--- config.mk ---
export PLATFORM = sky130hd
export DESIGN_NAME = bsw_seq_ctrl
export DESIGN_NICKNAME = d
export VERILOG_FILES = /design/src/rtl/bsw_seq_ctrl.sv
export SDC_FILE = /design/constraint.sdc
export NUM_CORES = 1
export LEC_CHECK = 0
export BUFFER_PORTS_ARGS = -buffer_cell sky130_fd_sc_hd__buf_2
export CAP_MARGIN = 20
export CORE_MARGIN = 2
export CORE_UTILIZATION = 38
export CTS_BUF_LIST = sky130_fd_sc_hd__clkbuf_4 sky130_fd_sc_hd__clkbuf_8
export CTS_CLUSTER_SIZE = 16
export DETAILED_ROUTE_END_ITERATION = 8
export PLACE_DENSITY_LB_ADDON = 0.05
export SLEW_MARGIN = 20
export SYNTH_ARGS = -nofsm -noshare
export SYNTH_HDL_FRONTEND = slang
export SYNTH_SLANG_ARGS = --single-unit
--- constraint.sdc ---
create_clock -name clk -period 1.8 [get_ports clk]
set_input_delay 0.18 -clock clk [delete_from_list [all_inputs] [get_ports clk]]
set_output_delay 0.18 -clock clk [all_outputs]
set_load 0.03 [all_outputs]
--- src/rtl/bsw_seq_ctrl.sv ---
// Sequencer that streams SEQ_LEN symbol pairs per job into a BSW core and tracks the best score per batch.
// Optional job watchdog in WAIT is enabled with the BSW_TIMEOUT_EN macro.
module bsw_seq_ctrl #(
  parameter int SEQ_LEN     = 256,
  parameter int TIMEOUT_CYC = 65535
) (
  input  logic                          clk,
  input  logic                          reset,
  input  logic                          start,
  input  logic [3:0]                    num_jobs,
  output logic                          busy,
  output logic                          done,
  output logic                          mem_rd,
  output logic [4+$clog2(SEQ_LEN)-1:0]  mem_addr,
  input  logic [1:0]                    mem_s,
  input  logic [1:0]                    mem_t,
  output logic                          core_rst,
  output logic                          core_valid,
  output logic [1:0]                    core_s,
  output logic [1:0]                    core_t,
  input  logic                          core_finish,
  input  logic [11:0]                   core_max,
  output logic [11:0]                   best_max,
  output logic [3:0]                    best_job,
  output logic                          timeout
);

  localparam int SW = $clog2(SEQ_LEN);

  typedef enum logic [2:0] {
    IDLE,
    CRST,
    STREAM,
    DRAIN,
    WAIT,
    DONE
  } state_t;

  state_t        state_q, state_d;
  logic [3:0]    njobs_q, njobs_d;
  logic [3:0]    job_q, job_d;
  logic [SW-1:0] sym_q, sym_d;
  logic          crst_q, crst_d;
  logic          valid_q, valid_d;
  logic [11:0]   best_max_q, best_max_d;
  logic [3:0]    best_job_q, best_job_d;
  logic          job_done;

`ifdef BSW_TIMEOUT_EN
  localparam int TW = $clog2(TIMEOUT_CYC + 1);
  logic [TW-1:0] tmo_cnt_q, tmo_cnt_d;
  logic          timeout_q, timeout_d;
`else
  logic unused_timeout_cfg;
  assign unused_timeout_cfg = ^TIMEOUT_CYC;
`endif

  always_comb begin
    state_d    = state_q;
    njobs_d    = njobs_q;
    job_d      = job_q;
    sym_d      = '0;
    crst_d     = 1'b0;
    valid_d    = (state_q == STREAM);
    best_max_d = best_max_q;
    best_job_d = best_job_q;
    job_done   = 1'b0;
`ifdef BSW_TIMEOUT_EN
    tmo_cnt_d  = '0;
    timeout_d  = timeout_q;
`endif

    case (state_q)
      IDLE: begin
        if (start) begin
          njobs_d    = (num_jobs == 4'd0) ? 4'd1 : num_jobs;
          job_d      = 4'd0;
          best_max_d = 12'd0;
          best_job_d = 4'd0;
`ifdef BSW_TIMEOUT_EN
          timeout_d  = 1'b0;
`endif
          state_d    = CRST;
        end
      end
      CRST: begin
        crst_d = 1'b1;
        if (crst_q) begin
          crst_d  = 1'b0;
          state_d = STREAM;
        end
      end
      STREAM: begin
        sym_d = sym_q + 1'b1;
        if (sym_q == SW'(SEQ_LEN - 1)) begin
          state_d = DRAIN;
        end
      end
      DRAIN: begin
        state_d = WAIT;
      end
      WAIT: begin
        // Strict compare so an earlier job keeps the lead on ties
        if (core_finish) begin
          if (core_max > best_max_q) begin
            best_max_d = core_max;
            best_job_d = job_q;
          end
          job_done = 1'b1;
`ifdef BSW_TIMEOUT_EN
        end else if (tmo_cnt_q == TW'(TIMEOUT_CYC - 1)) begin
          timeout_d = 1'b1;
          job_done  = 1'b1;
        end else begin
          tmo_cnt_d = tmo_cnt_q + 1'b1;
`endif
        end
      end
      DONE: begin
        state_d = IDLE;
      end
      default: begin
        state_d = IDLE;
      end
    endcase

    if (job_done) begin
      if (job_q == njobs_q - 4'd1) begin
        state_d = DONE;
      end else begin
        job_d   = job_q + 4'd1;
        state_d = CRST;
      end
    end
  end

  always_ff @(posedge clk) begin
    if (reset) begin
      state_q    <= IDLE;
      njobs_q    <= 4'd0;
      job_q      <= 4'd0;
      sym_q      <= '0;
      crst_q     <= 1'b0;
      valid_q    <= 1'b0;
      best_max_q <= 12'd0;
      best_job_q <= 4'd0;
`ifdef BSW_TIMEOUT_EN
      tmo_cnt_q  <= '0;
      timeout_q  <= 1'b0;
`endif
    end else begin
      state_q    <= state_d;
      njobs_q    <= njobs_d;
      job_q      <= job_d;
      sym_q      <= sym_d;
      crst_q     <= crst_d;
      valid_q    <= valid_d;
      best_max_q <= best_max_d;
      best_job_q <= best_job_d;
`ifdef BSW_TIMEOUT_EN
      tmo_cnt_q  <= tmo_cnt_d;
      timeout_q  <= timeout_d;
`endif
    end
  end

  assign busy       = (state_q != IDLE);
  assign done       = (state_q == DONE);
  assign mem_rd     = (state_q == STREAM);
  assign core_rst   = (state_q == CRST);
  assign core_valid = valid_q;
  assign mem_addr   = {job_q, sym_q};
  assign core_s     = mem_s;
  assign core_t     = mem_t;
  assign best_max   = best_max_q;
  assign best_job   = best_job_q;

`ifdef BSW_TIMEOUT_EN
  assign timeout = timeout_q;
`else
  assign timeout = 1'b0;
`endif

endmodule
==> flow_metrics.tcl <==
set metrics [dict create \
    outcome "finished, violations left" \
    failed_checks "negative setup slack" \
    hold_path_depth 2 \
    rsz0062_at_grt "yes" \
    cpLargestDelayFamily "compound AO/OA/AOI/OAI gates" \
    grt_max_degree 14 \
    gp_congestion 0.705 \
    dieArea_sq_um 5480 \
    final_cells 348 \
    start_kind "flop" \
    reg2reg_depth 8 \
    required_ns 1.99 \
    cp-end-kind "flop" \
    die_h_microns 74.0 \
    drc 0 \
    ys_async_sr_fraction 0 \
    vias 1684 \
    routed_wl_mm 4.53 \
    path_buf_inv 2 \
    crit_chain "inv_4 -> ha_4 -> nor2b_1 -> o211ai_1 -> a211oi_2 -> buf_4 -> o311a_4 -> a22o_1" \
    hold_violations 0 \
    setup_slack_ns -0.110 \
    cts_tree "built" \
    clk_latency_ns 0.29 \
    power.total_mw 1.96 \
    synth_top_area_frac 0.398 \
    clkSlewWorstSetupHoldPaths_ns 0.08 \
    synthFlopType "dfxtp_1" \
    power.density_nw_per_um2 728 \
    netlist_top_cells_area "dfxtp_1 (40%), ha_1 (10%), a22o_1 (7.5%), inv_1 (3.8%), buf_4 (2.8%)" \
    syn_area_sq_um 1860 \
    skew_ns 0.00384 \
    wl_per_cell_microns 13.0 \
    hold_class "in2reg" \
    worst_ep_arrival_time_ns 2.10 \
    final_cell_mix "buf_2 (52), buf_4 (36), dfxtp_1 (27)" \
    max_stage_delay_ns 0.40 \
    dp.cells 332 \
    numPortBuffers 52 \
    synth.largest_area_cell "dfxtp_1" \
    synth.avg_cell_area_sq_um 9.70 \
    die_w_microns 74.0 \
    crit_cells 8 \
    max_cap_violations 0 \
    syn_inst 192 \
    synth.distinct_cells 46 \
    h-tree-depth 2 \
    row_count 25 \
    numCtsBuffers 5 \
    critPathKind "reg2reg" \
    setup_viol 16 \
    drt_iter0_drc 41 \
    final_nets 319 \
    final_common_cell "buf_2" \
    area_growth_pct 44.3 \
    max_freq_mhz 523 \
    initial_utilization 0.394 \
    period_share 1.06 \
    vias_per_cell 4.84 \
    ys_warn_count 0 \
    hpwl_mm 3.12 \
    p_leak_nw 1.25 \
    grt_use_total 0.176 \
    synth-seq-cells 37 \
    num-fill-cells 415 \
    crit_path_top_delay_cell "o311a_4" \
    core_area_sq_um 4720 \
    grt_pass1_wl_mm 7.33 \
    crit_fanout 8 \
    seq_area_frac_synth 0.398 \
    antenna_cells 0 \
    cts_root_buffer "clkbuf_8" \
    synth_nets 231 \
    boundaryPins 62 \
    cts_max_path_buffers 2 \
    grt_overflow 0 \
    numClockSinks 37 \
    antenna_found_initial 0 \
    ir_worst_vdd_v 0.000407 \
    synth_edf_count 0 \
    drive_gt1_frac 0.452 \
    period_minus_slack_ns 1.91 \
    antenna_left 0 \
    maxSlewViolCount 0 \
    holdWs_ns 0.115 \
    grt_pass1_vias 1551 \
    first_pass_iters 5 \
]
## cell usage after synthesis (all sizes together), types with 5 or more instances
| cell | count |
|---|---|
| a21oi | 7 |
| inv | 19 |
| and3 | 5 |
| xnor2 | 5 |
| nand2 | 12 |
| xor2 | 5 |
| ha | 15 |
| dfxtp | 37 |
| a22o | 16 |
| buf | 9 |
| nor2 | 12 |
| nand3 | 7 |
## repair_timing
action | in CTS | in global routing
buffers inserted | 2 | 4
pin swaps | 4 | 10
hold endpoints to repair | 0 | 0
resized for setup | 7 | 9
setup endpoints to repair | 16 | 21
cloned | 2 | 0
hold buffers | 0 | 0
## worst register-to-register path: cells and delay by family, from the launching register on
family | cells | cell delay [ns]
compound gates | 4 | 0.91
flops | 1 | 0.36
fa+ha+maj | 1 | 0.22
buf+inv | 2 | 0.19
simple gates | 1 | 0.12
## worst paths after layout
| check | from | end | slack (ns) |
|---|---|---|---|
| hold / removal | core_max[6] | best_max[6] | 0.11 |
| setup reg to reg | best_max[1] | best_max[1] | -0.11 |
| setup / recovery | best_max[1] | best_max[1] | -0.11 |
| hold reg to reg | crst_q | crst_q | 0.45 |
## power by group
group	internal, mW	switching, mW	total, mW
Sequential	0.826	0.00725	0.833
Combinational	0.116	0.146	0.262
Clock	0.551	0.312	0.863
## stage by stage
step / TNS (ns) / area (sq um) / worst slack (ns) / util
finish: -1.57 / 2690 / -0.110 / 0.569
global route: -3.50 / 2690 / -0.230 / 0.569
CTS: -2.20 / 2610 / -0.149 / 0.552
detailed placement: -7.74 / 2400 / -0.504 / 0.509
global placement: -7.42 / 2400 / -0.469 / 0.509
floorplan: -1.75 / 1910 / -0.150 / -
## routing by layer
metal	track usage	routed length, microns
met1	0.236	2110
met2	0.269	2140
met3	0.0515	214
met4	0.0667	67
met5	0	0
## flip-flops by register name, indices dropped and copies added (netlist names)
name and flops:
best_max 12, njobs_q 4, crst_q 1, sym_q 8, best_job 4, state_q 3
core_valid 1, job_q 4
## area by class of cell
class / count / area [sq um] / share of cell area
multi-input combinational: 127 / 1080 / 0.403
sequential: 37 / 761 / 0.283
timing repair buffer: 90 / 553 / 0.206
tap: 67 / 83.8 / 0.0312
inverter: 19 / 73.8 / 0.0275
clock buffer: 5 / 68.8 / 0.0256
clock inverter: 3 / 65.1 / 0.0242
## logic make-up after synthesis
group	Yosys count	synth area share
buffers and inverters	29	0.0806
flip-flops	37	0.398
adder cells (fa/ha/maj)	15	0.101
AO/OA/AOI/OAI	45	0.210
AND/OR/NAND/NOR	53	0.144
multiplexers	1	0.00537
other	1	0.00201
XOR/XNOR	11	0.0591
(Power assumes the default switching activity.)
